## src/rtl/mmac_job_sequencer.sv

```systemverilog
// mmac_job_sequencer: steps the MAC through clear, N operand tiles and a held result hand-off.
module mmac_job_sequencer #(
    parameter int MAX_TILES = 256,
    parameter int CNT_W     = $clog2(MAX_TILES + 1)
) (
    input  logic             clock,
    input  logic             reset,
    input  logic             job_valid,
    output logic             job_ready,
    input  logic [CNT_W-1:0] job_tiles,
    input  logic             abort,
    input  logic             op_valid,
    output logic             op_ready,
    output logic             mac_enable,
    output logic             mac_clear,
    output logic             res_valid,
    input  logic             res_ready,
    output logic             busy,
    output logic [CNT_W-1:0] tiles_done
);
    typedef enum logic [2:0] {IDLE, CLEAR, ACCUM, DONE, FLUSH} state_t;
    state_t           state_q, state_d;
    logic [CNT_W-1:0] target_q, target_d, tiles_done_q, tiles_done_d;
    logic             in_job;
    assign in_job     = state_q == CLEAR || state_q == ACCUM || state_q == DONE;
    assign job_ready  = state_q == IDLE;
    assign busy       = state_q != IDLE;
    // abort wins over any handshake in the same cycle
    assign op_ready   = state_q == ACCUM && !abort;
    assign mac_enable = op_ready && op_valid;
    assign mac_clear  = state_q == CLEAR || state_q == FLUSH;
    assign res_valid  = state_q == DONE && !abort;
    assign tiles_done = tiles_done_q;
    always_comb begin
        state_d      = state_q;
        target_d     = target_q;
        tiles_done_d = tiles_done_q;
        case (state_q)
            IDLE: if (job_valid) begin
                state_d      = CLEAR;
                target_d     = job_tiles > CNT_W'(MAX_TILES) ? CNT_W'(MAX_TILES) : job_tiles;
                tiles_done_d = '0;
            end
            CLEAR: state_d = target_q == '0 ? DONE : ACCUM;
            ACCUM: if (mac_enable) begin
                tiles_done_d = tiles_done_q + CNT_W'(1);
                state_d      = tiles_done_q + CNT_W'(1) == target_q ? DONE : ACCUM;
            end
            DONE: state_d = res_ready ? IDLE : DONE;
            default: state_d = IDLE;
        endcase
        if (abort && in_job) begin
            state_d      = FLUSH;
            tiles_done_d = '0;
        end
    end
    always_ff @(posedge clock) begin
        if (reset) begin
            state_q      <= IDLE;
            target_q     <= '0;
            tiles_done_q <= '0;
        end else begin
            state_q      <= state_d;
            target_q     <= target_d;
            tiles_done_q <= tiles_done_d;
        end
    end
endmodule
```

## config.mk

```make
export PLATFORM = sky130hd
export DESIGN_NAME = mmac_job_sequencer
export DESIGN_NICKNAME = d
export VERILOG_FILES = /design/src/rtl/mmac_job_sequencer.sv
export SDC_FILE = /design/constraint.sdc
export NUM_CORES = 1
export LEC_CHECK = 0
export ABC_AREA = 0
export ABC_CLOCK_PERIOD_IN_PS = 2000
export BUFFER_PORTS_ARGS = -buffer_cell sky130_fd_sc_hd__buf_2
export CAP_MARGIN = 20
export CORE_MARGIN = 2
export CORE_UTILIZATION = 45
export DETAILED_ROUTE_END_ITERATION = 16
export PLACE_DENSITY = 0.76
export SKIP_LAST_GASP = 1
export SLEW_MARGIN = 20
export SYNTH_ARGS = -nofsm -noshare
export SYNTH_HDL_FRONTEND = slang
export SYNTH_SLANG_ARGS = --single-unit
```

## constraint.sdc

```tcl
create_clock -name clock -period 2 [get_ports clock]
set_clock_uncertainty 0.05 [all_clocks]
set_input_delay 0.4 -clock clock [delete_from_list [all_inputs] [get_ports clock]]
set_output_delay 0.4 -clock clock [all_outputs]
set_load 0.02 [all_outputs]
```

==> qor.csv <==
metric;value;unit
status;finished, final reports clean;
Fmax;511.4;MHz
logic gate share of total power;38.2;%
initial drt markers;38;
post-layout minimum cycle time;1.956;ns
setup violators final;0;
clk root buf;clkbuf_4;
Post-Synthesis Cell Area;1256;um^2
antenna cells;0;
Unique masters post-synth;39;
largest net degree at the start of global routing;19;
Slew @ Worst Pin;0.5524;ns
worst-path fanout max;9;
Setup crit start kind;register;
Worst-path clk slew;0.12;ns
r2r startpoint;tiles_done[1];
full die area;3230;um^2
CTS max path bufs;2;
FF-to-FF path depth;6;
WHS;0.3228;ns
width of the die;56.84;um
layout cell share with drive strength beyond 1;26.34;%
HP Start;abort;
Final Worst Setup Slack;0.04439;ns
synthesized net count;174;
CP required;1.55;ns
Mapped Avg Cell Area;7.951;um^2
top cell type's share of synthesized area;33.47;%
DRC;0;
internal power;0.7258;mW
worst reg2reg setup slack;0.20;ns
dpl cells;213;
first-pass GRT wire length;5.430;mm
total wire length;3.179;mm
Die Span Y;56.84;um
Post-synth ARST share;0;%
antenna violations before repair;0;
Crit Path Category;register to output port;
cell count after synthesis;158;
Util after Layout;53.69;%
most numerous cell in the Yosys netlist;a21oi_1;
Worst setup EP type;output port;
Final nets;203;
hold path depth;3;
Rows;19;
clk_lat worst skew;0.32;ns
Pwr Density;824.5;nW/um^2
num ports;30;
worst min-delay path class;primary input to register;
Synth area leader;dfxtp_1;
Finished Layout Cells;217;
sequential share of the synthesized area;33.47;%
Synth Warn #;0;
RR Endpoint;state_q[0];
total gr overflow;0;
vias in the first global route;1201;
number of synthesized flops with an enable pin;0;
Switching Fraction;39.50;%
top cells by area, synth;dfxtp_1 33%, a21oi_1 9.6%, nor2_1 6.3%;
wire length per cell;14.65;um
CTS buffer count;3;
Most used DFF post-synth;dfxtp_1;
sw power;0.4739;mW
area grow syn2layout;15.84;%
Via density;5.793;
via count;1257;
final antenna-violating net count;0;
sequential power share;43.6;%
RSZ-0062 raised after global routing;true;
DR pass1 iterations;4;
hpwl dp;2.385;mm
max cap viols;0;
total number of H-tree levels;1;
Clock Sinks;21;
Max-slew headroom;63.17;%
top cells by count, synth;24 x a21oi_1, 21 x dfxtp_1, 21 x nor2_1, 11 x o21ai_0;
pre-CTS setup slack;0.1248;ns
Setup Buffers After CTS;0;
final hold vios;0;
placer congestion estimate;0.8632;
peak supply drop;0.0006794;V
GRT Overall Usage;21.35;%
core area;2710;um^2
PortBufs;29;
Yosys reg bits;21;
clock power share;18.1;%
Worst Path Arrival;1.51;ns
starting density of the core;46.35;%
fin. max-slew vios;0;
CTS tree;built;
leakage;0.5844;nW
Tcrit/Tclk final;97.78;%
Hold Path End;state_q[2];
[metrics by stage]
stage	cell area, um^2	power, mW	TNS (ns)
2_1_floorplan	1256	0.8692	0
3_3_place_gp	1413	0.9561	0
3_5_place_dp	1413	0.9722	0
4_1_cts	1441	1.194	0
5_1_grt	1455	1.277	-0.08017
6_report	1455	1.200	0
[routing by layer]
layer / vias to the layer above / track usage [%] / wire (um)
met4: 0 / 11.30 / 87
met1: 590 / 26.90 / 1435
met2: 36 / 35.38 / 1535
met3: 7 / 2.535 / 121
li1: 624 / - / -
met5: - / 0 / 0
[layout by cell type, fill, tap and decap left out, types with 2 or more instances in the layout]
cell type / netlist / final
a211o_1: 2 / 2
a21oi_1: 24 / 24
a31oi_1: 2 / 2
and3_1: 3 / 3
buf_2: 1 / 28
buf_4: 0 / 5
clkbuf_4: 0 / 3
dfxtp_1: 21 / 18
dfxtp_4: 0 / 2
inv_1: 2 / 2
nand2_1: 8 / 8
nand2_2: 2 / 2
nand3_1: 7 / 7
nand3b_1: 3 / 3
nor2_1: 21 / 21
nor3b_1: 8 / 8
nor4_1: 4 / 4
o21ai_0: 11 / 11
or3_1: 3 / 3
xnor2_1: 7 / 7
xor2_1: 3 / 3
[worst max path at each step]
| stage | from | to | slack, ns | cells past startpoint |
|---|---|---|---|---|
| finish | state_q[2] | mac_enable | 0.04 | 4 |
| global route | state_q[2] | mac_enable | -0.08 | 4 |
| CTS | state_q[0] | mac_enable | 0.02 | 4 |
| detailed placement | tiles_done[1] | state_q[0] | 0.12 | 6 |
| global placement | tiles_done[1] | state_q[0] | 0.15 | 6 |
| floorplan | tiles_done[0] | state_q[0] | 0.21 | 6 |
[area by class of cell]
class / instances / area (um^2)
timing repair buffer: 33 / 177.7
tap: 31 / 38.79
inverter: 3 / 11.26
fill: 277 / 1255
multi-input combinational: 125 / 772.0
clock buffer: 4 / 26.28
sequential: 21 / 429.2
[flip-flops by register name (all words and copies together), names as in the netlist]
signal      cells
state_q         3
tiles_done      9
target_q        9
[critical path, stage by stage (launching register included)]
cell and delay (ns):
dfxtp_4 0.40, nor4b_4 0.32, nand2_2 0.16, inv_1 0.13, buf_2 0.18
[timing repair]
item | in CTS | in global routing
endpoints found under the hold margin | 0 | 0
gates cloned | 0 | 0
pin swaps | 0 | 0
resized for setup | 2 | 5
endpoints found under the setup margin | 2 | 4
hold buffers | 0 | 0
[kinds of logic after synthesis]
family | Yosys count | share of synthesized area (%)
xor+xnor | 10 | 6.973
compound gates | 45 | 22.01
flops | 21 | 33.47
simple gates | 69 | 31.08
fa+ha+maj | 1 | 0.9959
buf+inv | 12 | 5.477
[power groups by stage]
stage | registers (mW) | clock network [mW] | logic [mW]
after CTS | 0.517 | 0.226 | 0.451
after global routing | 0.532 | 0.243 | 0.502
after global placement | 0.521 | 0 | 0.435
final | 0.523 | 0.218 | 0.459
after detailed placement | 0.525 | 0 | 0.448
after floorplan | 0.505 | 0 | 0.364
Power figures use the tool's default switching activity.
